--- src/rtl/uart_line_editor.sv ---
// Line editor: assembles rx bytes into an edit line, commits on CR to a display buffer, echoes via FIFO to the TX.
// One rx byte is skidded while busy (a second is lost, sets overflow); echo pushes into a full FIFO are dropped (sets overflow).
module uart_line_editor #(
  parameter int                   DATA_BITS = 8,
  parameter int                   LINE_LEN  = 16,
  parameter int                   FIFO_EXP  = 4,
  parameter logic [DATA_BITS-1:0] PAD_CHAR  = DATA_BITS'(8'h20)
) (
  input  logic                            clk_50MHz,
  input  logic                            reset,
  input  logic                            rx_valid,
  input  logic [DATA_BITS-1:0]            rx_data,
  input  logic [1:0]                      echo_mode,
  input  logic                            tx_busy,
  output logic                            tx_start,
  output logic [DATA_BITS-1:0]            tx_data,
  input  logic [$clog2(LINE_LEN)-1:0]     rd_addr,
  output logic [DATA_BITS-1:0]            rd_char,
  output logic                            line_ready,
  output logic [$clog2(LINE_LEN+1)-1:0]   line_len,
  output logic                            fifo_full,
  output logic                            fifo_empty,
  output logic                            overflow
);

  localparam int AW    = $clog2(LINE_LEN);
  localparam int LW    = $clog2(LINE_LEN + 1);
  localparam int DEPTH = 1 << FIFO_EXP;

  localparam logic [DATA_BITS-1:0] C_BS   = DATA_BITS'(8'h08);
  localparam logic [DATA_BITS-1:0] C_DEL  = DATA_BITS'(8'h7F);
  localparam logic [DATA_BITS-1:0] C_CR   = DATA_BITS'(8'h0D);
  localparam logic [DATA_BITS-1:0] C_LF   = DATA_BITS'(8'h0A);
  localparam logic [DATA_BITS-1:0] C_SP   = DATA_BITS'(8'h20);
  localparam logic [DATA_BITS-1:0] C_TIL  = DATA_BITS'(8'h7E);
  localparam logic [DATA_BITS-1:0] C_LA   = DATA_BITS'(8'h61);
  localparam logic [DATA_BITS-1:0] C_LZ   = DATA_BITS'(8'h7A);

  typedef enum logic [1:0] {S_IDLE, S_PROC, S_COPY} state_t;
  typedef enum logic {T_IDLE, T_WAIT} tx_state_t;

  state_t                 r_state, w_state_nx;
  tx_state_t              r_tx_state, w_tx_nx;
  logic [DATA_BITS-1:0]   r_byte;
  logic                   r_pend_v;
  logic [DATA_BITS-1:0]   r_pend_dat;
  logic [LW-1:0]          r_wr_ptr;
  logic [AW-1:0]          r_copy_idx;
  logic [1:0]             r_bs_step;
  logic                   r_lf_pend;
  logic [LW-1:0]          r_line_len;
  logic                   r_line_ready;
  logic                   r_overflow;
  logic [DATA_BITS-1:0]   r_rd_char;
  logic [DATA_BITS-1:0]   r_edit [LINE_LEN];
  logic [DATA_BITS-1:0]   r_disp [LINE_LEN];

  logic [DATA_BITS-1:0]   r_mem [DEPTH];
  logic [FIFO_EXP-1:0]    r_head, r_tail;
  logic [FIFO_EXP:0]      r_count;

  logic                   w_push, w_push_ok, w_pop;
  logic [DATA_BITS-1:0]   w_push_dat;
  logic                   w_fifo_full, w_fifo_empty;
  logic                   w_echo_on;
  logic [DATA_BITS-1:0]   w_echo_byte;
  logic                   w_is_print, w_is_bs, w_is_cr, w_is_lf;
  logic [LW-1:0]          w_wr_dec;
  logic                   w_copy_last;

  assign w_echo_on   = (echo_mode == 2'b01) || (echo_mode == 2'b10);
  assign w_echo_byte = (echo_mode == 2'b10 && r_byte >= C_LA && r_byte <= C_LZ) ? (r_byte - C_SP) : r_byte;
  assign w_is_print  = (r_byte >= C_SP) && (r_byte <= C_TIL);
  assign w_is_bs     = (r_byte == C_BS) || (r_byte == C_DEL);
  assign w_is_cr     = (r_byte == C_CR);
  assign w_is_lf     = (r_byte == C_LF);
  assign w_wr_dec    = r_wr_ptr - 1'b1;
  assign w_copy_last = (r_copy_idx == AW'(LINE_LEN - 1));

  assign w_fifo_full  = (r_count == (FIFO_EXP+1)'(DEPTH));
  assign w_fifo_empty = (r_count == '0);
  assign w_push_ok    = w_push && (!w_fifo_full || w_pop);

  always_comb begin
    w_state_nx = r_state;
    w_push     = 1'b0;
    w_push_dat = '0;
    case (r_state)
      S_IDLE: begin
        if (r_pend_v || rx_valid) w_state_nx = S_PROC;
      end
      S_PROC: begin
        if (w_is_cr) begin
          w_push     = w_echo_on;
          w_push_dat = C_CR;
          w_state_nx = S_COPY;
        end else if (w_is_bs) begin
          w_state_nx = S_IDLE;
          if (w_echo_on) begin
            // Erase sequence BS, SP, BS takes one PROC cycle per character
            w_push     = 1'b1;
            w_push_dat = (r_bs_step == 2'd1) ? C_SP : C_BS;
            if (r_bs_step != 2'd2) w_state_nx = S_PROC;
          end
        end else if (w_is_lf) begin
          w_state_nx = S_IDLE;
        end else begin
          w_push     = w_echo_on;
          w_push_dat = w_echo_byte;
          w_state_nx = S_IDLE;
        end
      end
      S_COPY: begin
        w_push     = r_lf_pend;
        w_push_dat = C_LF;
        if (w_copy_last) w_state_nx = S_IDLE;
      end
      default: w_state_nx = S_IDLE;
    endcase
  end

  always_ff @(posedge clk_50MHz) begin
    if (reset) begin
      r_state      <= S_IDLE;
      r_byte       <= '0;
      r_pend_v     <= 1'b0;
      r_pend_dat   <= '0;
      r_wr_ptr     <= '0;
      r_copy_idx   <= '0;
      r_bs_step    <= 2'd0;
      r_lf_pend    <= 1'b0;
      r_line_len   <= '0;
      r_line_ready <= 1'b0;
      r_overflow   <= 1'b0;
      for (int i = 0; i < LINE_LEN; i++) begin
        r_edit[i] <= PAD_CHAR;
        r_disp[i] <= PAD_CHAR;
      end
    end else begin
      r_state      <= w_state_nx;
      r_line_ready <= 1'b0;
      if (w_push && !w_push_ok) r_overflow <= 1'b1;

      if (r_state == S_IDLE) begin
        if (r_pend_v) begin
          r_byte   <= r_pend_dat;
          r_pend_v <= rx_valid;
          if (rx_valid) r_pend_dat <= rx_data;
        end else if (rx_valid) begin
          r_byte <= rx_data;
        end
      end else if (rx_valid) begin
        if (r_pend_v) begin
          r_overflow <= 1'b1;
        end else begin
          r_pend_v   <= 1'b1;
          r_pend_dat <= rx_data;
        end
      end

      r_bs_step <= (r_state == S_PROC && w_state_nx == S_PROC) ? r_bs_step + 2'd1 : 2'd0;

      // Line edits happen once per byte, on the first PROC cycle only
      if (r_state == S_PROC && r_bs_step == 2'd0) begin
        if (w_is_print) begin
          if (r_wr_ptr < LW'(LINE_LEN)) begin
            r_edit[r_wr_ptr[AW-1:0]] <= r_byte;
            r_wr_ptr                 <= r_wr_ptr + 1'b1;
          end
        end else if (w_is_bs) begin
          if (r_wr_ptr != '0) begin
            r_edit[w_wr_dec[AW-1:0]] <= PAD_CHAR;
            r_wr_ptr                 <= w_wr_dec;
          end
        end else if (w_is_cr) begin
          r_lf_pend  <= w_echo_on;
          r_copy_idx <= '0;
        end
      end

      if (r_state == S_COPY) begin
        r_disp[r_copy_idx] <= r_edit[r_copy_idx];
        r_edit[r_copy_idx] <= PAD_CHAR;
        r_lf_pend          <= 1'b0;
        r_copy_idx         <= r_copy_idx + 1'b1;
        if (w_copy_last) begin
          r_line_len   <= r_wr_ptr;
          r_wr_ptr     <= '0;
          r_line_ready <= 1'b1;
        end
      end
    end
  end

  always_ff @(posedge clk_50MHz) begin
    if (reset) r_rd_char <= '0;
    else       r_rd_char <= (int'(rd_addr) < LINE_LEN) ? r_disp[rd_addr] : PAD_CHAR;
  end

  always_ff @(posedge clk_50MHz) begin
    if (w_push_ok) r_mem[r_tail] <= w_push_dat;
  end

  always_ff @(posedge clk_50MHz) begin
    if (reset) begin
      r_head  <= '0;
      r_tail  <= '0;
      r_count <= '0;
    end else begin
      if (w_push_ok) r_tail <= r_tail + 1'b1;
      if (w_pop)     r_head <= r_head + 1'b1;
      case ({w_push_ok, w_pop})
        2'b10:   r_count <= r_count + 1'b1;
        2'b01:   r_count <= r_count - 1'b1;
        default: r_count <= r_count;
      endcase
    end
  end

  always_comb begin
    w_tx_nx = r_tx_state;
    w_pop   = 1'b0;
    case (r_tx_state)
      T_IDLE: begin
        if (!w_fifo_empty && !tx_busy) begin
          w_pop   = 1'b1;
          w_tx_nx = T_WAIT;
        end
      end
      T_WAIT: begin
        if (tx_busy) w_tx_nx = T_IDLE;
      end
    endcase
  end

  always_ff @(posedge clk_50MHz) begin
    if (reset) r_tx_state <= T_IDLE;
    else       r_tx_state <= w_tx_nx;
  end

  assign tx_start   = w_pop;
  assign tx_data    = w_pop ? r_mem[r_head] : '0;
  assign rd_char    = r_rd_char;
  assign line_ready = r_line_ready;
  assign line_len   = r_line_len;
  assign fifo_full  = w_fifo_full;
  assign fifo_empty = w_fifo_empty;
  assign overflow   = r_overflow;

endmodule

--- config.mk ---
export PLATFORM = sky130hd
export DESIGN_NAME = uart_line_editor
export DESIGN_NICKNAME = d
export VERILOG_FILES = /design/src/rtl/uart_line_editor.sv
export SDC_FILE = /design/constraint.sdc
export NUM_CORES = 1
export LEC_CHECK = 0
export ABC_AREA = 1
export CAP_MARGIN = 40
export CORE_UTILIZATION = 55
export CTS_BUF_LIST = sky130_fd_sc_hd__clkbuf_4 sky130_fd_sc_hd__clkbuf_8
export DETAILED_ROUTE_END_ITERATION = 8
export PLACE_DENSITY = 0.74
export SYNTH_ARGS = -nofsm -noshare
export SYNTH_HDL_FRONTEND = slang
export SYNTH_SLANG_ARGS = --single-unit
--- constraint.sdc ---
create_clock -name clk_50MHz -period 5.2 [get_ports clk_50MHz]
set_clock_uncertainty 0.05 [all_clocks]
set_input_delay 1.04 -clock clk_50MHz [delete_from_list [all_inputs] [get_ports clk_50MHz]]
set_output_delay 1.04 -clock clk_50MHz [all_outputs]
set_load 0.01 [all_outputs]
Word-level counts from Yosys, hierarchy flattened:

Memories as Yosys holds them, arrays and structs flattened. A register that Yosys moved wholly into a read port is not among the register bits.
Cells that the tools add are included.

* memory bits (writable): 384
* ROM bits: 0
* memories kept: 3
* input port bits: 18
* flip-flop bits (word level): 52
* latch bits: 0

* shift operators: 0
* muxes and demuxes: 85
* reduce and logical (&&, ||, !) cells: 37
* bitwise gates (word level): 5
* equal/unequal tests: 20
* divide/modulo/power cells: 0
* multiply operators: 0
* order comparisons: 5
* $add $sub $neg: 9

Memories
* r_disp: words 16, bits a word 8, read ports 1, clocked after memory_dff 1, write ports 16, line 56 `logic [DATA_BITS-1:0] r_disp [LINE_LEN];`
* r_edit: words 16, bits a word 8, read ports 1, clocked after memory_dff 1, write ports 16, line 55 `logic [DATA_BITS-1:0] r_edit [LINE_LEN];`
* r_mem: words 16, bits a word 8, read ports 1, clocked after memory_dff 1, write ports 1, line 58 `logic [DATA_BITS-1:0] r_mem [DEPTH];`

Operator list (count)
* 2-to-1 mux 8 bit: 15
* 2-to-1 mux 4 bit: 13
* 2-to-1 mux 1 bit: 39
* 2-to-1 mux 5 bit: 7
* OR reduction 8 bit: 4
* == test 8 x 4 -> 1 bit (second input constant): 3
* <= comparator 8 x 7 -> 1 bit (second input constant): 2
* one-hot mux 8 bit (2 select lines): 1
* adder 4 x 1 -> 4 bit (second input constant): 3
* 2-to-1 mux 6 bit: 2
* AND reduction 4 bit: 3
* adder 5 x 1 -> 5 bit (second input constant): 2
* == test 2 x 1 -> 1 bit (second input constant): 5
* one-hot mux 5 bit (2 select lines): 1
* nonzero test 2 bit: 5
* subtractor 5 x 1 -> 5 bit (second input constant): 2
* == test 8 x 7 -> 1 bit (second input constant): 1
* greater-or-equal comparator 8 x 6 -> 1 bit (second input constant): 1
* greater-or-equal comparator 8 x 7 -> 1 bit (second input constant): 1
* logical AND 1 bit: 8
* 2-to-1 mux 2 bit: 4
* subtractor 8 x 6 -> 8 bit (second input constant): 1
* == test 2 bit (second input constant): 3
* inequality test 2 x 1 -> 1 bit (second input constant): 3
* 15 further kinds: 32

Logic depth before layout (Yosys ltp):

* depth in word-level cells: 13
* mapped depth: 16
* gate-level depth less buffers: 16

Worst setup path after synthesis:

No wires, ideal clock.

* path kind: input-to-output
* start: input tx_busy
* end: output tx_data[0]
* data required time: 4.110 ns
* data arrival time: 1.961 ns
* path slack: 2.149 ns
* cell stages on the path: 6
* path through: nor2_1 nand2_1 inv_1 clkbuf_1 nand2_1 nor2_1

* longest elaborated chain between the ends: 5

Ends and longest elaborated chain
* from (decl): line 14 `input logic tx_busy,`
* zero test 1 bit: line 225 `if (!w_fifo_empty && !tx_busy) begin`
* logical AND 1 bit: line 225
* 2-to-1 mux 1 bit: line 225
* 2-to-1 mux 1 bit: line 223 `case (r_tx_state)`
* named net tx_start: line 15 `output logic tx_start,`
* 2-to-1 mux 8 bit: line 242 `assign tx_data = w_pop ? r_mem[r_head] : '0;`
* to (decl): line 16 `output logic [DATA_BITS-1:0] tx_data,`

The timed path passes the listed nets, and every way through them passes these cells.

==> out/results.txt <==
area delta synth->final: 10.6%
critical path class: reg -> out
post_cts resized: 0
Final period util: 0.835
Max IR drop VDD: 0.259 mV
Setup Buffers After CTS: 0
DIE AREA: 0.0391 mm^2
Sum Neg Setup Slack: 0 ns
Clock Path Buffers: 3
core area: 0.0377 mm^2
PortBufs: 43
count leader, synth: edfxtp_1
endpoints failing hold: 0
dominant cell type by area after synthesis: edfxtp_1
clock tree sinks: 452
Leak: 8.00 nW
Yosys warnings: 0
grt met1 use: 0.357
share of post-route cells with drive strength above 1: 0.138
CP endpoint kind: primary output
RR Endpoint: r_edit[3][1]$_SDFFCE_PN0P_
Fillers: 3,071
worst hold slack: 0.393 ns
met2 usage: 0.412
DIE HEIGHT: 198 um
register area: 0.0129 mm^2
busiest layer in global routing: met2
Post-synth EDFFs: 384
R2R depth: 9
Mapped Avg Cell Area: 10.7 um^2
status: completed
final net count: 2,068
clk slew on worst S/H paths: 0.06 ns
pre-CTS WS: 1.09 ns
initial antenna violation count: 0
flop and latch count out of synthesis: 452
worst rel slew slack: 0.405
worst slew pin tran: 0.890 ns
data arrival time of the critical path: 3.25 ns
1st-iter DRT viols: 1,608
number of global-route vias before repair: 14,631
Hold WC Path Type: reg -> reg
io pins: 44
Post-synth top cells: edfxtp_1 (384), nor2_1 (285), nand2_1 (241)
HPWL Detailed: 32.6 mm
final cell utilization of the core: 0.618
required time of the critical path: 4.11 ns
WL final: 50.0 mm
Final WS setup: 0.859 ns
startpoint types: flip-flop
share of the synthesized area in the top cell type: 0.548
Vias per Instance: 5.79
Site Rows: 71
wire per inst: 19.3 um
# DRC: 0
multi-input logic area: 0.00699 mm^2
ys async rst share: 0
Clk Latency, worst-skew pair: 0.63 ns
P per Cell Area: 373 mW/mm^2
crit path max fanout: 30
drt first pass iters: 6
largest net degree at the start of global routing: 66
hold buffer count at CTS: 0
R2R Path Start: r_wr_ptr[0]$_SDFF_PP0_
global-route wire length before repair: 78.4 mm
fmax: 0.230 GHz
r2r setup slk: 1.66 ns
total track usage: 0.262
Root Buffer: clkbuf_8
Final Slew Violations: 0
vias: 14,993
CTS tree: yes
Post-DRT Antenna Nets: 0
gp weighted congestion: 0.895
commonest register cell after synthesis: edfxtp_1
crit path capture: tx_data[3]
synthesized area: 0.0211 mm^2
# setup viols final: 0
post-synthesis cell count: 1,972
synth top area cells: edfxtp_1 (55%), dfxtp_1 (6.5%), nor2_1 (5.1%)
met3 Resource Use GR: 0.0562
grt total ovfl: 0
sequential area share after synthesis: 0.612
max_cap viols: 0
htree depth: 3
die width: 198 um
post-layout minimum cycle time: 4.34 ns
TritonCTS Buffers: 74
Netlist cell types: 45
Starting Density: 0.559
RSZ-0062 raised after global routing: false
antenna cell count: 0
## kinds of logic after synthesis
logic type,synth area share
XOR/XNOR,0.00291
adder cells (fa/ha/maj),0.0164
other,0.000178
buffers and inverters,0.0585
flip-flops,0.612
AND/OR/NAND/NOR,0.172
multiplexers,0.0152
AO/OA/AOI/OAI,0.122
## placed cells by master, fill, tap and decap left out, types with 42 or more instances in the layout
cell type,Yosys,layout
edfxtp_1,384,384
nor2_1,285,285
nand2_1,241,241
o21ai_0,158,158
a21oi_1,151,151
inv_1,133,132
clkbuf_8,0,77
nor3_2,68,69
dfxtp_1,68,66
o211ai_1,52,52
nand3_1,51,51
nor3_1,44,43
clkdlybuf4s50_1,0,42
## critical path, cell delays in order, from the launching register on
cell and delay [ns]:
dfxtp_1 0.33, clkinv_1 0.66, buf_4 0.47, a32o_1 0.31, o211ai_1 0.17, nand2_1 0.06
nor2_1 0.10, clkdlybuf4s50_1 0.53
## how the worst min path moves through the flow
| stage | startpoint | end | slack, ns | cells after the start |
|---|---|---|---|---|
| after global placement | r_pend_dat[4]$_SDFFE_PP0P_ | r_pend_dat[4]$_SDFFE_PP0P_ | 0.38 | 2 |
| after global routing | r_pend_dat[1]$_SDFFE_PP0P_ | r_pend_dat[1]$_SDFFE_PP0P_ | 0.42 | 2 |
| after floorplan | r_pend_dat[6]$_SDFFE_PP0P_ | r_pend_dat[6]$_SDFFE_PP0P_ | 0.37 | 2 |
| final | r_pend_dat[2]$_SDFFE_PP0P_ | r_pend_dat[2]$_SDFFE_PP0P_ | 0.39 | 2 |
| after CTS | r_pend_dat[2]$_SDFFE_PP0P_ | r_pend_dat[2]$_SDFFE_PP0P_ | 0.39 | 2 |
| after detailed placement | r_pend_dat[2]$_SDFFE_PP0P_ | r_pend_dat[2]$_SDFFE_PP0P_ | 0.38 | 2 |
## power breakdown
group          internal [mW]  switching, mW
logic                  0.497           1.02
registers               4.06         0.0823
clock network           1.63           1.39
total                   6.18           2.49
## routing by layer
metal	wire length, um	part of all wire
met1	21100	0.42
met4	1130	0.022
met3	4410	0.088
met2	23400	0.47
met5	0	0
## area by class of cell
type,instances,share of cell area
flip-flops and latches,452,0.554
multi-input cells,1261,0.300
clock buffers,112,0.0568
repair buffers,84,0.0330
well taps,511,0.0275
inverters,150,0.0242
clock inverters,19,0.00462
## registers in the layout, summed over array words and instances, names as in the netlist, named ones only
register	cells
r_disp	128
r_edit	128
r_mem	128
r_byte	8
r_pend_dat	8
rd_char	8
line_len	5
r_count	5
r_wr_ptr	5
r_copy_idx	4
r_head	4
r_tail	4
r_bs_step	2
r_state	2
line_ready	1
overflow	1
r_lf_pend	1
r_pend_v	1
r_tx_state	1
## through the flow
step           std cells  power (mW)  instance area, um^2
3_5_place_dp        2458        5.70                21900
6_report            2589        8.67                23300
2_1_floorplan       1987        5.23                21100
4_1_cts             2589        8.71                23300
3_3_place_gp        2446        5.63                21700
5_1_grt             2589        9.05                23300
Note: power is estimated with default switching activity, not from simulation.
